[src/rtl/if_stage.sv]
// if_stage: MIPS instruction-fetch stage owning the PC, the imem request and the IF/ID register.
module if_stage #(
  parameter logic [31:0] RESET_PC = 32'h0000_0000
) (
  input  logic        clk,
  input  logic        reset_n,
  input  logic        PC_hold,
  input  logic        IFID_hold,
  input  logic        ifBranch,
  input  logic [31:0] branch_target,
  input  logic        jump,
  input  logic [31:0] jump_target,
  output logic        imem_req,
  output logic [31:0] imem_addr,
  input  logic [31:0] imem_rdata,
  input  logic        imem_ready,
  output logic [31:0] PC_IF,
  output logic [31:0] InsID,
  output logic [31:0] PCplus4ID,
  output logic        validID
);
  typedef enum logic {BOOT, RUN} state_t;
  state_t      state_q, state_d;
  logic [31:0] pc_q, pc_d, ins_q, ins_d, p4_q, p4_d, ptgt_q, ptgt_d, target;
  logic        valid_q, valid_d, pend_q, pend_d, redir, load;
  always_comb begin
    redir   = jump | ifBranch;
    target  = (jump ? jump_target : branch_target) & ~32'h3;
    state_d = RUN;
    pc_d    = pc_q;
    pend_d  = pend_q;
    ptgt_d  = ptgt_q;
    load    = 1'b0;
    // A redirect seen while a fetch is stalled is parked until the memory completes
    if (state_q == RUN) begin
      if (pend_q) begin
        if (imem_ready) begin
          pc_d   = ptgt_q;
          pend_d = 1'b0;
        end
      end else if (!PC_hold) begin
        if (redir) begin
          if (imem_ready) pc_d = target;
          else begin
            pend_d = 1'b1;
            ptgt_d = target;
          end
        end else if (imem_ready) begin
          pc_d = pc_q + 32'd4;
          load = 1'b1;
        end
      end
    end
    ins_d   = IFID_hold ? ins_q : (load ? imem_rdata : 32'h0);
    p4_d    = (IFID_hold || !load) ? p4_q : pc_q + 32'd4;
    valid_d = IFID_hold ? valid_q : load;
  end
  always_ff @(posedge clk or negedge reset_n) begin
    if (!reset_n) begin
      state_q <= BOOT;
      pc_q    <= RESET_PC;
      ins_q   <= 32'h0;
      p4_q    <= 32'h0;
      valid_q <= 1'b0;
      pend_q  <= 1'b0;
      ptgt_q  <= 32'h0;
    end else begin
      state_q <= state_d;
      pc_q    <= pc_d;
      ins_q   <= ins_d;
      p4_q    <= p4_d;
      valid_q <= valid_d;
      pend_q  <= pend_d;
      ptgt_q  <= ptgt_d;
    end
  end
  assign imem_req  = (state_q == RUN);
  assign imem_addr = pc_q;
  assign PC_IF     = pc_q;
  assign InsID     = ins_q;
  assign PCplus4ID = p4_q;
  assign validID   = valid_q;
endmodule

[config.mk]
export PLATFORM = sky130hd
export DESIGN_NAME = if_stage
export DESIGN_NICKNAME = d
export VERILOG_FILES = /design/src/rtl/if_stage.sv
export SDC_FILE = /design/constraint.sdc
export NUM_CORES = 1
export LEC_CHECK = 0
export CORE_MARGIN = 2
export CORE_UTILIZATION = 46
export CTS_CLUSTER_SIZE = 28
export DETAILED_ROUTE_END_ITERATION = 12
export GPL_ROUTABILITY_DRIVEN = 0
export MAX_ROUTING_LAYER = met4
export PLACE_DENSITY = 0.83
export SYNTH_ARGS = -nofsm -noshare
export SYNTH_HDL_FRONTEND = slang
export SYNTH_SLANG_ARGS = --single-unit
[constraint.sdc]
create_clock -name clk -period 2.5 [get_ports clk]
set_input_delay 0.5 -clock clk [delete_from_list [all_inputs] [get_ports clk]]
set_output_delay 0.5 -clock clk [all_outputs]
set_load 0.02 [all_outputs]
==> impl_results.md <==
- Worst EP required: 2.80 ns
- Mean Syn Cell Area: 8.92 um^2
- TNS Setup: 0 ns
- Critical Path Start: PC_IF[18]$_DFFE_PN0P_
- Startpoint Class: flop
- Clock transition at path regs: 0.06 ns
- Register Area: ~0.0031 mm^2
- Ys async rst share: 100%
- Worst skew pair latency: around 0.4 ns
- Seq pwr share: 34.2%
- Clock Sink Count: 125
- Total power: 7.95 mW
- Crit path max fanout: 10
- DR WL/cell: 17.3 um
- Nets: between 1000 and 1500
- Sw power: 2.62 mW
- Antenna violations before repair: 0
- First-pass GRT wire length: 32300 um
- Post_cts resized: 0
- Share of cells above drive strength 1: 10.9%
- Sw Ratio: roughly 33%
- Worst R2R Setup Slack: 0.25 ns
- Pwr dens: a little over 800 mW/mm^2
- DP HPWL: 14700 um
- Period utilization: 90.0%
- Core area: 0.0144 mm^2
- Setup slack after layout: between 0.2 and 0.3 ns
- Max_cap viols: 0
- # rows: 44
- R2R depth: 5
- Max VDD drop: 0.569 mV
- Total track usage: 26.8%
- Total Wirelength: 20100 um
- Grt total ovfl: 0
- Synthesis warning total: 0
- Placed cell area: 0.00913 mm^2
- Post-Syn Area: ~0.0067 mm^2
- Vias/cell: ~5.6
- Die Width: 124 um
- Reg2reg start: PC_IF[18]$_DFFE_PN0P_
- Initial DRC Count: 613
- Num CTS Buffers: 17
- Fillers: 1112
- Starting Density: 46.4%
- Final core occ: between 60% and 70%
- Min cycle time layout: 2.25 ns
- Reg2reg end: PCplus4ID[28]$_DFFE_PN0N_
- Arrival @ worst endpoint: 2.55 ns
- Vias in the first global route: 6144
- Crit path capture type: flop
- Clock Power Share: 31.1%
- Clock skew: 0.00482 ns
- Power Internal: 5.33 mW
- Most common flop cell mapped by yosys: dfrtp_1
- Rel. slew slack: between 60 and 70%
- Final max-slew violation count: 0
- Diodes inserted: 0
- Syn Inst Count: around 750
- Area growth syn-to-layout: 45.9%
- Setup violations, final: 0
- Sequential share of the synthesized area: 46.9%
- Yosys reg bits: roughly 130
- Hold Path Class: in -> async
- EDFF count, synth: 0
- Post-CTS setup buffers: 0
- DRT antenna net count: 0
- Clock tree buffer depth: 2
- Final hold violation count: 0
- TritonCTS clock tree: built
- Crit Path Class: reg -> reg
- DIE AREA: 0.0155 mm^2
- Distinct cells, synth: 58
- # hold bufs at CTS: 0
- DIE HEIGHT: roughly 120 um
- Most common cell after layout, fill and taps aside: clkdlybuf4s50_1
- Vias: 6440
- Pleak: a little over 4 nW
- Status: complete, no violations
- Worst-Margin Slew: 0.577 ns
- Crit path to: PCplus4ID[28]$_DFFE_PN0N_
- Ports: 233
- F_max: 445 MHz
- H-tree levels: 4
- RSZ-0062 raised after global routing: no
- Final instance area: 0.00973 mm^2
- Drt first pass iters: 5
- Clk root buf: clkbuf_16
- Pin count of the biggest net entering global routing: 64
- # DRC: 0
- Multi-input gate area: a little over 0.003 mm^2
- Most frequent cells in the layout: clkdlybuf4s50_1 (219), nand2_1 (158), dfrtp_1 (125)
- Minimum setup slack after placement: -0.172 ns
- Logic pwr share: a little over a third
- Port Buffers: approximately 220
[critical path, stage by stage, from the launching register on]
cell	delay, ns
dfrtp_1	0.48
nand3_2	0.17
or3_1	0.50
or4_4	0.55
xnor2_1	0.15
mux2_2	0.27
[cell type report]
type / instances / area share (%)
flip-flops and latches: 125 / 32.1
inverters: 15 / 0.578
clock inverters: 6 / 0.823
well taps: 184 / 2.37
multi-input cells: 526 / 31.2
repair buffers: 278 / 27.5
clock buffers: 26 / 5.33
[Yosys cell counts, types with 9 or more instances]
cell,number,share of area [%]
clkbuf_1,39,2.2
nor4_1,9,0.84
buf_4,36,4.1
nand2_1,158,8.9
nor2_1,24,1.4
mux2i_1,28,4.2
dfrtp_1,125,47
xnor2_1,22,2.9
o21ai_0,107,8.0
inv_1,13,0.73
buf_2,9,0.67
o21a_1,12,1.4
a21oi_1,17,1.3
o22ai_1,18,1.7
a31oi_1,9,0.84
[sequential cells by signal, indices dropped and copies added, names as in the netlist]
| register | flops |
|---|---|
| InsID | 32 |
| PC_IF | 30 |
| PCplus4ID | 30 |
| ptgt_q | 30 |
| imem_req | 1 |
| pend_q | 1 |
| validID | 1 |
[metal layers]
| layer | track usage, % | up-vias | wire length [um] |
|---|---|---|---|
| met1 | 35.3 | 3005 | 8420 |
| met3 | 5.24 | 54 | 1760 |
| met4 | 10.1 | 0 | 561 |
| li1 | - | 3030 | - |
| met2 | 41.3 | 351 | 9340 |
| met5 | - | - | 0 |
[cells by family after synthesis]
family / after synthesis / share of synthesized area, %
mux: 36 / 5.55
simple gates: 239 / 15.7
xor+xnor: 28 / 3.68
compound gates: 215 / 19.9
buf+inv: 102 / 8.04
fa+ha+maj: 1 / 0.187
flops: 125 / 46.9
other cells: 2 / 0.113
[how the worst min path moves through the flow]
stage | start | to | slack (ns) | depth (start not counted)
final | reset_n | ptgt_q[8]$_DFFE_PN0P_ | 0.07 | 1
after global routing | reset_n | ptgt_q[8]$_DFFE_PN0P_ | 0.12 | 1
after CTS | reset_n | ptgt_q[8]$_DFFE_PN0P_ | 0.1 | 1
after detailed placement | ptgt_q[8]$_DFFE_PN0P_ | ptgt_q[8]$_DFFE_PN0P_ | 0.47 | 2
after global placement | ptgt_q[9]$_DFFE_PN0P_ | ptgt_q[9]$_DFFE_PN0P_ | 0.45 | 2
after floorplan | reset_n | InsID[0]$_DFFE_PN0N_ | 0.20 | 0
[metrics by stage]
step / std cells / hold slack (ns)
detailed placement: 1128 / 0.468
CTS: 1160 / 0.0998
global route: 1160 / 0.122
finish: 1160 / 0.0750
global placement: 1128 / 0.454
floorplan: 753 / 0.204
[power groups by stage]
stage,combinational (mW),clock (mW),sequential (mW)
global placement,2.68,0,2.71
finish,2.76,2.47,2.72
detailed placement,2.73,0,2.74
CTS,2.76,2.50,2.71
global route,2.93,2.58,2.77
floorplan,1.15,0,3.04
(Power assumes the default switching activity.)
